--- config.mk ---
export PLATFORM = sky130hd
export DESIGN_NAME = mealy_table_ctrl
export DESIGN_NICKNAME = d
export VERILOG_FILES = /design/src/rtl/mealy_table_ctrl.sv
export SDC_FILE = /design/constraint.sdc
export NUM_CORES = 1
export LEC_CHECK = 0
export BUFFER_PORTS_ARGS = -buffer_cell sky130_fd_sc_hd__buf_2
export CAP_MARGIN = 20
export CORE_ASPECT_RATIO = 0.7
export CORE_MARGIN = 10
export CORE_UTILIZATION = 35
export CTS_BUF_LIST = sky130_fd_sc_hd__clkbuf_16
export CTS_CLUSTER_SIZE = 28
export DETAILED_ROUTE_END_ITERATION = 8
export PLACE_DENSITY = 0.49
export SLEW_MARGIN = 20
export SYNTH_ARGS = -nofsm -noshare
export SYNTH_HDL_FRONTEND = slang
export SYNTH_SLANG_ARGS = --single-unit
--- constraint.sdc ---
create_clock -name clk -period 4.3 [get_ports clk]
set_input_delay 0.86 -clock clk [delete_from_list [all_inputs] [get_ports clk]]
set_output_delay 0.86 -clock clk [all_outputs]
set_load 0.01 [all_outputs]
--- src/rtl/mealy_table_ctrl.sv ---
// mealy_table_ctrl: runs any Mealy machine of up to 2^STATE_W states from a writable transition table
module mealy_table_ctrl #(
    parameter int STATE_W    = 3,
    parameter int IN_W       = 2,
    parameter int NUM_STATES = 3,
    parameter int CNT_W      = 16
) (
    input  logic               clk,
    input  logic               reset,
    input  logic               cfg_we,
    input  logic [STATE_W-1:0] cfg_state,
    input  logic [IN_W-1:0]    cfg_sym,
    input  logic [STATE_W-1:0] cfg_next,
    input  logic               cfg_out,
    input  logic [STATE_W-1:0] init_state,
    input  logic               start,
    input  logic               stop,
    input  logic               sym_valid,
    input  logic [IN_W-1:0]    sym,
    output logic               sym_ready,
    output logic [STATE_W-1:0] state,
    output logic               out,
    output logic               out_valid,
    output logic               busy,
    output logic               fault,
    output logic [CNT_W-1:0]   step_cnt
);
    localparam int DEPTH = 1 << (STATE_W + IN_W);
    localparam logic [STATE_W:0] NUM_S = (STATE_W + 1)'(NUM_STATES);

    typedef enum logic [1:0] {IDLE, RUN, FAULT} ctrl_t;

    ctrl_t                             ctrl_q, ctrl_d;
    logic [DEPTH-1:0][STATE_W-1:0]     tbl_next_q, tbl_next_d;
    logic [DEPTH-1:0]                  tbl_out_q, tbl_out_d;
    logic [DEPTH-1:0]                  tbl_wr_q, tbl_wr_d;
    logic [STATE_W-1:0]                state_q, state_d;
    logic                              out_q, out_d;
    logic                              out_valid_q, out_valid_d;
    logic [CNT_W-1:0]                  cnt_q, cnt_d;
    logic [STATE_W+IN_W-1:0]           cfg_idx, step_idx;

    function automatic logic legal(input logic [STATE_W-1:0] s);
        return {1'b0, s} < NUM_S;
    endfunction

    assign cfg_idx   = {cfg_state, cfg_sym};
    assign step_idx  = {state_q, sym};
    assign sym_ready = (ctrl_q == RUN) && !stop;
    assign busy      = ctrl_q == RUN;
    assign fault     = ctrl_q == FAULT;
    assign state     = state_q;
    assign out       = out_q;
    assign out_valid = out_valid_q;
    assign step_cnt  = cnt_q;

    always_comb begin
        ctrl_d      = ctrl_q;
        tbl_next_d  = tbl_next_q;
        tbl_out_d   = tbl_out_q;
        tbl_wr_d    = tbl_wr_q;
        state_d     = state_q;
        out_d       = out_q;
        out_valid_d = 1'b0;
        cnt_d       = cnt_q;
        if (ctrl_q == IDLE && cfg_we && legal(cfg_state) && legal(cfg_next)) begin
            tbl_next_d[cfg_idx] = cfg_next;
            tbl_out_d[cfg_idx]  = cfg_out;
            tbl_wr_d[cfg_idx]   = 1'b1;
        end
        if (ctrl_q == RUN) begin
            if (stop) begin
                ctrl_d = IDLE;
            end else if (sym_valid) begin
                // an unwritten entry means the loaded machine is incomplete
                if (tbl_wr_q[step_idx]) begin
                    state_d     = tbl_next_q[step_idx];
                    out_d       = tbl_out_q[step_idx];
                    out_valid_d = 1'b1;
                    cnt_d       = &cnt_q ? cnt_q : cnt_q + 1'b1;
                end else begin
                    ctrl_d = FAULT;
                end
            end
        end else if (start) begin
            if (legal(init_state)) begin
                ctrl_d  = RUN;
                state_d = init_state;
                out_d   = 1'b0;
                cnt_d   = '0;
            end else begin
                ctrl_d = FAULT;
            end
        end else if (stop) begin
            ctrl_d = IDLE;
        end
    end

    always_ff @(posedge clk) begin
        if (reset) begin
            ctrl_q      <= IDLE;
            tbl_next_q  <= '0;
            tbl_out_q   <= '0;
            tbl_wr_q    <= '0;
            state_q     <= '0;
            out_q       <= 1'b0;
            out_valid_q <= 1'b0;
            cnt_q       <= '0;
        end else begin
            ctrl_q      <= ctrl_d;
            tbl_next_q  <= tbl_next_d;
            tbl_out_q   <= tbl_out_d;
            tbl_wr_q    <= tbl_wr_d;
            state_q     <= state_d;
            out_q       <= out_d;
            out_valid_q <= out_valid_d;
            cnt_q       <= cnt_d;
        end
    end
endmodule

== Yosys cells after proc, flatten, opt, wreduce, memory -nomap -nowiden ==
Cells that the tools add are included.

* Bits of input ports: 20
* Output and inout bits: 24
* Register bits: 183
* Logic and storage cells: 111

* Order comparisons: 6
* Reduce and logical (&&, ||, !) cells: 15
* Bitwise operators: 3
* Eq/ne operators: 8
* Add/sub/neg operators: 1
* Muxes and demuxes: 39

{| class="wikitable"
|+ Operators with widths
! kind !! count
|-
| 16-bit two-way mux || 7
|-
| 96-bit bitwise mux || 1
|-
| 32-bit bitwise mux || 1
|-
| 32-bit bitwise OR || 1
|-
| 3-bit two-way mux || 8
|-
| 16-bit by 1-bit adder with 16-bit output, second input constant || 1
|-
| 16-bit AND reduction || 1
|-
| 3-bit binary-select mux with 5-bit select || 1
|-
| 3-bit demux with 5-bit select || 1
|-
| 2-bit two-way mux || 7
|-
| 5-bit by 6-bit less-than comparator with 1-bit output, second input constant || 2
|-
| 1-bit binary-select mux with 5-bit select || 2
|-
| 1-bit two-way mux || 10
|-
| 3-bit by 2-bit less-than comparator with 1-bit output, second input constant || 3
|-
| 2-bit != test, second input constant || 3
|-
| 3-bit != test, second input constant || 2
|-
| 6-bit AND reduction || 1
|-
| 1-bit demux with 5-bit select || 1
|-
| 5-bit by 1-bit greater-or-equal comparator with 1-bit output, second input constant || 1
|-
| 1-bit logical AND || 5
|-
| 5-bit AND reduction || 1
|-
| 2-bit nonzero test || 2
|-
| 4-bit OR reduction || 1
|-
| 3-bit AND reduction || 1
|-
| 7 further kinds || 8
|}

== Logic depth before layout (Yosys ltp) ==
* Depth in word-level cells: 6
* Gate-level depth with buffers: 10

== Worst setup path after synthesis ==
No wires, ideal clock.

* Path kind: input -> register
* Start point: input sym[0]
* End point: register out_q, in the netlist out
* Arrival time: 2.563 ns
* Required time: 4.166 ns
* Slack: 1.604 ns
* Path buffers: 2
* Cell stages on the path: 7
* Cells stage by stage: buf_2 > buf_6 > mux4_2 > mux4_2 > mux2_2 > nand2_1 > mux2i_1

* Word-level cells in the longest chain between the ends: 6
* Elaborated cells on any way between the ends: 10
* Those cells by class: eq/ne: 1; mux: 8; reduce/logical: 1

{| class="wikitable"
|+ Ends and longest elaborated chain
! what !! line !! RTL
|-
| start, declared || 19 || <nowiki>input logic [IN_W-1:0] sym,</nowiki>
|-
| 1-bit binary-select mux with 5-bit select || 78 || <nowiki>out_d = tbl_out_q[step_idx];</nowiki>
|-
| 1-bit two-way mux (not written as such) || 78 ||
|-
| 1-bit two-way mux || 76 || <nowiki>if (tbl_wr_q[step_idx]) begin</nowiki>
|-
| 1-bit two-way mux || 74 || <nowiki>end else if (sym_valid) begin</nowiki>
|-
| 1-bit two-way mux || 72 || <nowiki>if (stop) begin</nowiki>
|-
| 1-bit two-way mux || 71 || <nowiki>if (ctrl_q == RUN) begin</nowiki>
|-
| end signal, assigned || 115 || <nowiki>out_q <= out_d;</nowiki>
|-
| end, declared || 38 || <nowiki>logic out_q, out_d;</nowiki>
|}

Several ways; a longest one is shown, not always the timed one. The select of a mux whose other input is x is not followed.
A chain may end at the register's enable or synchronous reset.

== Worst setup path after layout ==
* Start point: input sym[0]
* End point: register cnt_q[8], in the netlist step_cnt[8]

* Word-level cells in the longest chain between the ends: 4

{| class="wikitable"
|+ Ends and longest elaborated chain
! what !! line !! RTL
|-
| 1-bit binary-select mux with 5-bit select || 76 ||
|-
| 1-bit two-way mux (not written as such) || 76 ||
|-
| 2-bit by 1-bit != test with 1-bit output (no source line) || n/a ||
|-
| 6-bit AND reduction (no source line) || n/a ||
|-
| end signal, assigned || 117 || <nowiki>cnt_q <= cnt_d;</nowiki>
|-
| end, declared || 40 || <nowiki>logic [CNT_W-1:0] cnt_q, cnt_d;</nowiki>
|}

Every way passes these cells. The select of a mux whose other input is x is not followed.

==> summary.md <==
| Metric | Value |
|---|---|
| Most frequent cells in the layout | `183 x dfxtp_1, 106 x nor2b_1, 52 x nand2_1` |
| RR Endpoint | `step_cnt[8]$_SDFFE_PP0P_` |
| Overall Global Routing Usage | `0.1287` |
| Number of diodes | `0` |
| Crit Path Class | `input pin to flop` |
| Worst Path Arrival | `~3.2 ns` |
| Fin cells | `between 1,000 and 1,500` |
| Routed wire length | `between 15,000 and 20,000 um` |
| Vias/cell | `around 5` |
| Core box area | `a little over 20,000 um2` |
| Synth Area in Compound Gates | `0.06891` |
| Routed Antenna Nets | `0` |
| Hold Violations, Final | `0` |
| Fin nets | `~760` |
| Layout cells sized above 1 | `0.1859` |
| Post-Synth Simple-Gate Area | `0.2254` |
| CP Capture Type | `flop` |
| Cell taking the most area after synthesis | `dfxtp_1` |
| H-tree Lvls | `4` |
| Area fraction of the dominant cell type after synthesis | `0.4969` |
| Latest clock arrival within the worst-skew pair | `roughly 0.43 ns` |
| Maximum VDD drop | `0.0002577 V` |
| Syn. warnings | `0` |
| Area delta synth->final | `13.54%` |
| Routed len/inst | `approximately 17 um` |
| PD cells | `403.6 nW/um2` |
| Total gr overflow | `0` |
| Utilization after layout | `0.4044` |
| # rows | `44` |
| Element type at the critical path start | `input pin` |
| Post-route minimum period | `2.960 ns` |
| Synth cell types | `54` |
| Seq/Total Area, Yosys | `0.4969` |
| CTS buffer count | `17` |
| Status | `finished, final reports clean` |
| Placed Instances | `approximately 1,000` |
| Slew @ Worst Pin | `between 0.9 and 1 ns` |
| Largest net degree at the start of global routing | `roughly 110` |
| Cell Area, Synth | `around 7400 um2` |
| Ports | `44` |
| Vias in the first global route | `~5,000` |
| Clock power frac | `0.446` |
| Dominant combinational cell family by area after synthesis | `simple AND/OR/NAND/NOR gates` |
| Internal power | `roughly 2.5 mW` |
| Fmax | `around 0.34 GHz` |
| Final setup fails | `0` |
| Postcts setup bufs | `0` |
| Comb power frac | `0.049` |
| Die Ht | `approximately 140 um` |
| Mapped Cells | `about 720` |
| RSZ-0062 raised after global routing | `no` |
| Hold Path Class | `flop to flop` |
| I/O Buffers | `43` |
| Clk_skew | `about 0.0087 ns` |
| Drt initial violations | `340` |
| Worst reg2reg path startpoint | `state[0]$_SDFFE_PP0P_` |
| Main area contributors after synthesis | `dfxtp_1 50%, mux4_2 10%, nor2b_1 9.0%` |
| First-pass GRT wire length | `approximately 28,000 um` |
| Sw Share | `0.2563` |
| Hold depth | `2` |
| Multiplexer area fraction after synthesis | `0.1655` |
| P_sw | `between 0.8 and 0.9 mW` |
| Starting Density | `0.3561` |
| Clk sink count | `~180` |
| Syn_nets | `736` |
| Layout fillers | `around 2,000` |
| Hold_buf cts | `0` |
| Reg2reg path depth | `6` |
| Worst Path Max Fanout | `22` |
| Leading cell type in the layout, fill and taps excluded | `dfxtp_1` |
| Min-Delay Endpoint | `tbl_wr_q[1]$_SDFFE_PP0P_` |
| GP Congestion | `just under 0.8` |
| Max-cap viol count | `0` |
| Root Buffer | `clkbuf_16` |
| Vias | `~5,100` |
| Die width | `around 190 um` |
| Hold path start | `tbl_wr_q[1]$_SDFFE_PP0P_` |
| CTS tree | `done` |
| Final worst-path cycle share | `0.6884` |
| DRC | `0` |
| Number of synthesized register bits | `183` |
| Worst path required time | `between 4 and 5 ns` |
| Die footprint | `27,360 um2` |
| Post-cts repair resize count | `0` |
| Flop pwr share | `0.505` |
| Leakage dissipation | `a little over 3 nW` |
| Max-slew violations | `0` |
| Slew HR | `0.3673` |
| DRT Pass-1 Iters | `5` |
| Flop2flop setup slack | `approximately 1.6 ns` |
| Post-synthesis xor/xnor area fraction | `0` |
| Avg Cell Area, Syn | `~10 um2` |
| Antenna violations before repair | `0` |
| CTS max path bufs | `2` |
| Clk slew on worst S/H paths | `around 0.070 ns` |
| PnR Total Power | `3.379 mW` |
| Synth Area in Adders | `0.001697` |
| Setup tns final | `0 ns` |
| DP HPWL | `around 12,000 um` |
[power by group through the flow]
| stage | clock, mW | combinational (mW) | sequential (mW) |
|---|---|---|---|
| 2_1_floorplan | 0 | 0.122 | 1.74 |
| 3_3_place_gp | 0 | 0.166 | 1.75 |
| 3_5_place_dp | 0 | 0.168 | 1.75 |
| 4_1_cts | 1.54 | 0.169 | 1.71 |
| 5_1_grt | 1.61 | 0.183 | 1.71 |
| 6_report | 1.51 | 0.166 | 1.71 |
[state kept, by name (all words and copies together), names as in the netlist]
register    flops
out             1
out_valid       1
state           3
ctrl_q          2
step_cnt       16
tbl_out_q      32
tbl_next_q     96
tbl_wr_q       32
[cell type report]
class	instances	area (um2)	share of cell area
multi-input cells	464	3402	0.4064
inverters	19	85.08	0.01016
well taps	276	345.3	0.04126
clock inverters	15	137.6	0.01644
repair buffers	55	311.5	0.03722
flip-flops and latches	183	3664	0.4377
clock buffers	17	425.4	0.05082
[cell usage after synthesis (all sizes together)]
| library cell | number |
|---|---|
| or4b | 1 |
| o311ai | 1 |
| and4 | 2 |
| clkbuf | 33 |
| a31oi | 3 |
| nand2 | 54 |
| nand2b | 5 |
| nor4 | 5 |
| and3 | 9 |
| a22o | 1 |
| or2 | 1 |
| nor2 | 48 |
| a22oi | 4 |
| mux2i | 42 |
| nand3b | 1 |
| o21ai | 13 |
| buf | 16 |
| o211a | 2 |
| nand4 | 2 |
| nor3 | 6 |
| mux4 | 34 |
| a221oi | 4 |
| ha | 1 |
| nand4b | 3 |
| dfxtp | 183 |
| inv | 18 |
| nor3b | 7 |
| and2 | 2 |
| nor2b | 106 |
| or4 | 2 |
| bufinv | 1 |
| o21a | 1 |
| nand3 | 49 |
| a21oi | 31 |
| o2111ai | 2 |
| a211oi | 2 |
| a41oi | 2 |
| or3b | 1 |
| mux2 | 3 |
| o211ai | 14 |
[worst max-delay path by stage]
stage	startpoint	endpoint	slack [ns]	cells past startpoint
floorplan	sym[0]	out$_SDFFE_PP0P_	1.60	7
global placement	sym[0]	state[0]$_SDFFE_PP0P_	0.91	8
detailed placement	sym[0]	step_cnt[11]$_SDFFE_PP0P_	0.86	7
CTS	sym[0]	step_cnt[11]$_SDFFE_PP0P_	1.32	7
global route	sym[0]	step_cnt[8]$_SDFFE_PP0P_	1.07	7
finish	sym[0]	step_cnt[8]$_SDFFE_PP0P_	1.34	7
[per-stage QoR]
stage | setup WS [ns] | cell area [um2] | hold WS [ns]
after floorplan | 1.604 | 7372 | 0.4249
after global routing | 1.072 | 8371 | 0.4722
after detailed placement | 0.8578 | 7804 | 0.4416
after CTS | 1.321 | 8367 | 0.4568
final | 1.340 | 8371 | 0.4540
after global placement | 0.9110 | 7804 | 0.4375
[per-layer routing]
layer	global-route usage	share of wire
met5	0	0
met4	0.03865	0.0073
met3	0.03131	0.039
met2	0.1836	0.42
met1	0.1861	0.53
[cell families (layout without fill, tap and decap cells)]
kind of cell               count (synthesis)  after routing
adders and majority gates                  1              1
muxes                                     79             79
buffers and inverters                     68            106
and+or+nand+nor                          304            304
AOI/OAI and AO/OA                         80             80
DFF                                      183            183
[worst max-delay path: stages]
cell and delay [ns]:
buf_2 0.56, nor2b_1 0.22, a211oi_1 0.25, nand3_1 0.14, and4_1 0.30, o21ai_1 0.74
o211ai_1 0.16
(Power assumes the default switching activity.)
